### config.mk
export PLATFORM = sky130hd
export DESIGN_NAME = serial_add4
export DESIGN_NICKNAME = d
export VERILOG_FILES = /design/src/rtl/alu4_pkg.sv /design/src/rtl/add1.sv /design/src/rtl/serial_add4.sv
export SDC_FILE = /design/constraint.sdc
export NUM_CORES = 1
export LEC_CHECK = 0
export CAP_MARGIN = 10
export CORE_UTILIZATION = 45
export CTS_CLUSTER_DIAMETER = 50
export DETAILED_ROUTE_END_ITERATION = 10
export PLACE_DENSITY = 0.71
export SLEW_MARGIN = 15
export SYNTH_ARGS = -nofsm -noshare
export SYNTH_HDL_FRONTEND = slang
export SYNTH_SLANG_ARGS = --single-unit
### constraint.sdc
create_clock -name clk -period 2.45 [get_ports clk]
set_input_delay 0.245 -clock clk [delete_from_list [all_inputs] [get_ports clk]]
set_output_delay 0.245 -clock clk [all_outputs]
set_load 0.02 [all_outputs]
### src/rtl/alu4_pkg.sv
// Shared definitions for the bit-serial add/subtract unit.
//   serial_state_t : FSM state encoding (IDLE, RUN, DONE)
//   ALU_WIDTH      : default operand/result width
package alu4_pkg;

    typedef enum logic [1:0] {
        IDLE,
        RUN,
        DONE
    } serial_state_t;

    localparam int ALU_WIDTH = 4;

endpackage

### src/rtl/add1.sv
// One-bit combinational full adder: the arithmetic cell stepped by serial_add4.
// Ports:
//   a, b       in  1  operand bits
//   carry_in   in  1  incoming carry
//   out        out 1  sum bit
//   carry_out  out 1  outgoing carry
module add1 (
    input  logic a,
    input  logic b,
    input  logic carry_in,
    output logic out,
    output logic carry_out
);

    assign out       = a ^ b ^ carry_in;
    assign carry_out = (a & b) | (carry_in & (a ^ b));

endmodule

### src/rtl/serial_add4.sv
// Bit-serial add/subtract unit. Operands are latched on start&&ready and fed
// LSB first through one add1 cell, one bit per clock; the cell's carry is
// registered and fed back as the next bit's carry-in.
// Ports:
//   clk        in   1      rising-edge clock
//   rst_n      in   1      synchronous reset, active-low
//   start      in   1      request, sampled only while ready
//   sub        in   1      0: a+b, 1: a-b (two's complement)
//   a, b       in   WIDTH  operands
//   ready      out  1      IDLE
//   busy       out  1      RUN
//   done       out  1      DONE (one-cycle pulse)
//   sum        out  WIDTH  registered result, held until next completion
//   carry_out  out  1      final carry (for sub: 1 = no borrow)
//   overflow   out  1      signed overflow
module serial_add4
    import alu4_pkg::*;
#(
    parameter int WIDTH = ALU_WIDTH
) (
    input  logic             clk,
    input  logic             rst_n,
    input  logic             start,
    input  logic             sub,
    input  logic [WIDTH-1:0] a,
    input  logic [WIDTH-1:0] b,
    output logic             ready,
    output logic             busy,
    output logic             done,
    output logic [WIDTH-1:0] sum,
    output logic             carry_out,
    output logic             overflow
);

    localparam int CW = $clog2(WIDTH) + 1;
    localparam logic [CW-1:0] LAST = CW'(WIDTH - 1);

    serial_state_t    state;
    serial_state_t    state_next;
    logic [CW-1:0]    count;
    logic [WIDTH-1:0] a_sh;
    logic [WIDTH-1:0] b_sh;
    // Only WIDTH-1 result bits need storing: the final bit comes straight
    // from the adder on the last step.
    logic [WIDTH-2:0] res_sh;
    logic [WIDTH-1:0] res_cat;
    logic             carry;
    logic             bit_sum;
    logic             bit_carry;

    add1 u_add1 (
        .a         (a_sh[0]),
        .b         (b_sh[0]),
        .carry_in  (carry),
        .out       (bit_sum),
        .carry_out (bit_carry)
    );

    assign res_cat = {bit_sum, res_sh};

    always_ff @(posedge clk) begin
        if (!rst_n) begin
            state <= IDLE;
        end else begin
            state <= state_next;
        end
    end

    always_comb begin
        state_next = state;
        case (state)
            IDLE:    if (start) state_next = RUN;
            RUN:     if (count == LAST) state_next = DONE;
            DONE:    state_next = IDLE;
            default: state_next = IDLE;
        endcase
    end

    assign ready = (state == IDLE);
    assign busy  = (state == RUN);
    assign done  = (state == DONE);

    always_ff @(posedge clk) begin
        if (!rst_n) begin
            count     <= '0;
            a_sh      <= '0;
            b_sh      <= '0;
            res_sh    <= '0;
            carry     <= 1'b0;
            sum       <= '0;
            carry_out <= 1'b0;
            overflow  <= 1'b0;
        end else begin
            case (state)
                IDLE: begin
                    if (start) begin
                        // Subtraction: invert b here, the +1 enters as carry-in.
                        a_sh  <= a;
                        b_sh  <= sub ? ~b : b;
                        carry <= sub;
                        count <= '0;
                    end
                end
                RUN: begin
                    a_sh   <= a_sh >> 1;
                    b_sh   <= b_sh >> 1;
                    res_sh <= res_cat[WIDTH-1:1];
                    carry  <= bit_carry;
                    count  <= count + 1'b1;
                    if (count == LAST) begin
                        sum       <= res_cat;
                        carry_out <= bit_carry;
                        // carry currently holds the carry into the MSB.
                        overflow  <= carry ^ bit_carry;
                    end
                end
                default: ;
            endcase
        end
    end

endmodule

==> results_dict.tcl <==
set metrics [dict create \
    crit_fanout 16 \
    crit_type "flip-flop to output pin" \
    max-vdd-ir-drop_uv 294 \
    setup-violations-final 0 \
    synth_common_cells "dfxtp_1, nand2_1, nand3_1, nor2b_1, nor2_1" \
    syn_area_mm2 0.00103 \
    yosysSeqAreaShare_pct 44.5 \
    path_cells "nand2b_2, inv_2, clkdlybuf4s50_1" \
    p_leak_nw 0.465 \
    synth_top_area_share_pct 44.5 \
    min_period_ns 2.25 \
    yosysUniqueCellTypes 28 \
    cpPeakStageDelay_ns 0.65 \
    cts.repair.resized 0 \
    diodes 0 \
    grt_pass1_vias 784 \
    rsz0062_at_grt "no" \
    drt-wirelength-per-cell_um 12.0 \
    syn_avg_cell_area_um2 9.24 \
    fmax_mhz 445 \
    drtIter0Drc 13 \
    track_usage_pct 17.2 \
    grt_max_degree 20 \
    ctsHoldBuffers 0 \
    relSlewSlack_pct 61.8 \
    yosys-top-cells-area "dfxtp_1, nor2b_1, nand2_1" \
    initial_utilization_pct 50.2 \
    p_int_mw 0.504 \
    grt_overflow_total 0 \
    synth_most_common_cell "dfxtp_1" \
    syn_inst 112 \
    hp-class "flip-flop to flip-flop" \
    clk-insertion-delay-late_ns 0.31 \
    die_y_um 50.0 \
    ys.flop_type "dfxtp_1" \
    io_buffers 20 \
    tightest_slew_ns 0.571 \
    synth.largest_area_cell "dfxtp_1" \
    finClkSkew_ns 0.00134 \
    crit_family "buffers and inverters" \
    drt_pass1_iterations 4 \
    fin_area_mm2 0.00127 \
    routed_via_density 5.23 \
    status "finished, final reports clean" \
    cts_htree_levels 1 \
    critPathLaunchType "flip-flop" \
    yosys_warnings 0 \
    cts-buffers-inserted 3 \
    row_count 16 \
    grt_pass1_wl_um 3310 \
    p_sw_mw 0.172 \
    place_area_mm2 0.00124 \
    synth-seq-cells 23 \
    fin_setup_tns_ns 0 \
    cap_violations 0 \
    core_area_mm2 0.00206 \
    clock_sinks 23 \
    root_buffer "clkbuf_4" \
    cp.required_ns 2.20 \
    power_frac_clock_pct 25.6 \
    final_nets 146 \
    power.density_mw_per_mm2 534 \
    p_comb_share_pct 14.4 \
    async_flop_share_pct 0 \
    hold_depth 2 \
    area_delta_synth_final_pct 22.4 \
    path_clk_slew_ns 0.12 \
    switching_share_pct 25.5 \
    detail-route-antenna-nets 0 \
    io_pins 21 \
    dp_hpwl_um 1400 \
    antenna_found_initial 0 \
    die_w_um 50.0 \
    cp-end-kind "output pin" \
    worstPathArrival_ns 2.00 \
    slowest_stage "clkdlybuf4s50_1" \
    drive_gt1_share_pct 8.46 \
    cp.depth 3 \
    drc 0 \
    reg2reg_depth 5 \
    clockBufferDepth 2 \
    gp_routability_congestion 0.752 \
    vias 821 \
    cts_setup_buffers 0 \
    drv_slew 0 \
    die-area_mm2 0.00250 \
    syn_nets 127 \
    p_seq_share_pct 60.0 \
    synth_edf_count 0 \
    fin_crit_sh_pct 91.7 \
    hold_violations 0 \
    cts_tree "yes" \
    wl_um 1890 \
    path_buf_inv 2 \
]
==> state kept, by name, summed over array words and instances, names as in the netlist <==
signal and count:
a_sh 4, b_sh 4, sum 4, count 3, res_sh 3, state 2, carry 1, carry_out 1
overflow 1
==> final timing paths <==
path         startpoint   endpoint  slack (ns)
max            state[0]       busy        0.20
min              sum[2]     sum[2]        0.46
min reg2reg      sum[2]     sum[2]        0.46
max reg2reg    count[0]  carry_out        0.98
==> cell families after synthesis <==
kind of cell / Yosys count / synth area share (%)
XOR/XNOR: 5 / 4.23
adder cells (fa/ha/maj): 3 / 4.35
AND/OR/NAND/NOR: 44 / 21.9
buffers and inverters: 11 / 5.08
flip-flops: 23 / 44.5
AO/OA/AOI/OAI: 24 / 18.0
multiplexers: 2 / 1.93
==> tightest hold or removal path: cells and delay by family (launching register included) <==
family,cells,cell delay (ns)
AOI/OAI and AO/OA,1,0.05
DFF,1,0.33
and+or+nand+nor,1,0.05
==> final cells by class <==
cell class	count	area [µm²]
Tap cell	27	33.8
Clock inverter	1	5.00
Fill cell	199	796
Timing Repair Buffer	21	208
Inverter	4	15.0
Sequential cell	23	460
Clock buffer	3	22.5
Multi-Input combinational cell	78	522
==> routing by layer <==
layer	vias up	track usage [%]	wire length [µm]
met3	2	3.09	76
li1	424	-	-
met2	21	27.7	868
met1	374	21.8	926
met4	0	8.57	18
met5	-	0	0
==> stage by stage <==
stage	worst slack [ns]	utilization, %	cells	power, mW	hold slack, ns
global route	0.0488	61.4	157	0.709	0.480
floorplan	1.09	-	112	0.474	0.398
detailed placement	0.561	60.1	153	0.511	0.444
CTS	0.194	61.4	157	0.685	0.462
finish	0.203	61.4	157	0.676	0.459
global placement	0.615	60.1	153	0.509	0.441
==> cells in the final DEF (no fill, tap or decap), types with 2 or more instances in the layout <==
cell | Yosys | layout
dfxtp_1 | 23 | 23
clkdlybuf4s50_1 | 0 | 20
nand2_1 | 13 | 13
nor2b_1 | 8 | 8
nand3_1 | 8 | 8
nor2_1 | 6 | 6
a21oi_1 | 5 | 5
nor3b_1 | 4 | 4
o221a_2 | 4 | 4
a21boi_0 | 4 | 4
inv_1 | 3 | 3
xnor2_1 | 3 | 3
a21boi_1 | 3 | 3
a22oi_1 | 3 | 3
clkbuf_4 | 0 | 3
o221ai_1 | 2 | 2
and3_1 | 2 | 2
mux2i_1 | 2 | 2
xor2_1 | 2 | 2
ha_1 | 2 | 2
==> power by group through the flow <==
stage               sequential [mW]  combinational (mW)  clock [mW]
global placement              0.413              0.0961           0
floorplan                     0.409              0.0657           0
finish                        0.406              0.0972       0.173
detailed placement            0.414              0.0965           0
CTS                           0.406              0.0974       0.182
global route                  0.409               0.107       0.193
Power figures use the tool's default switching activity.
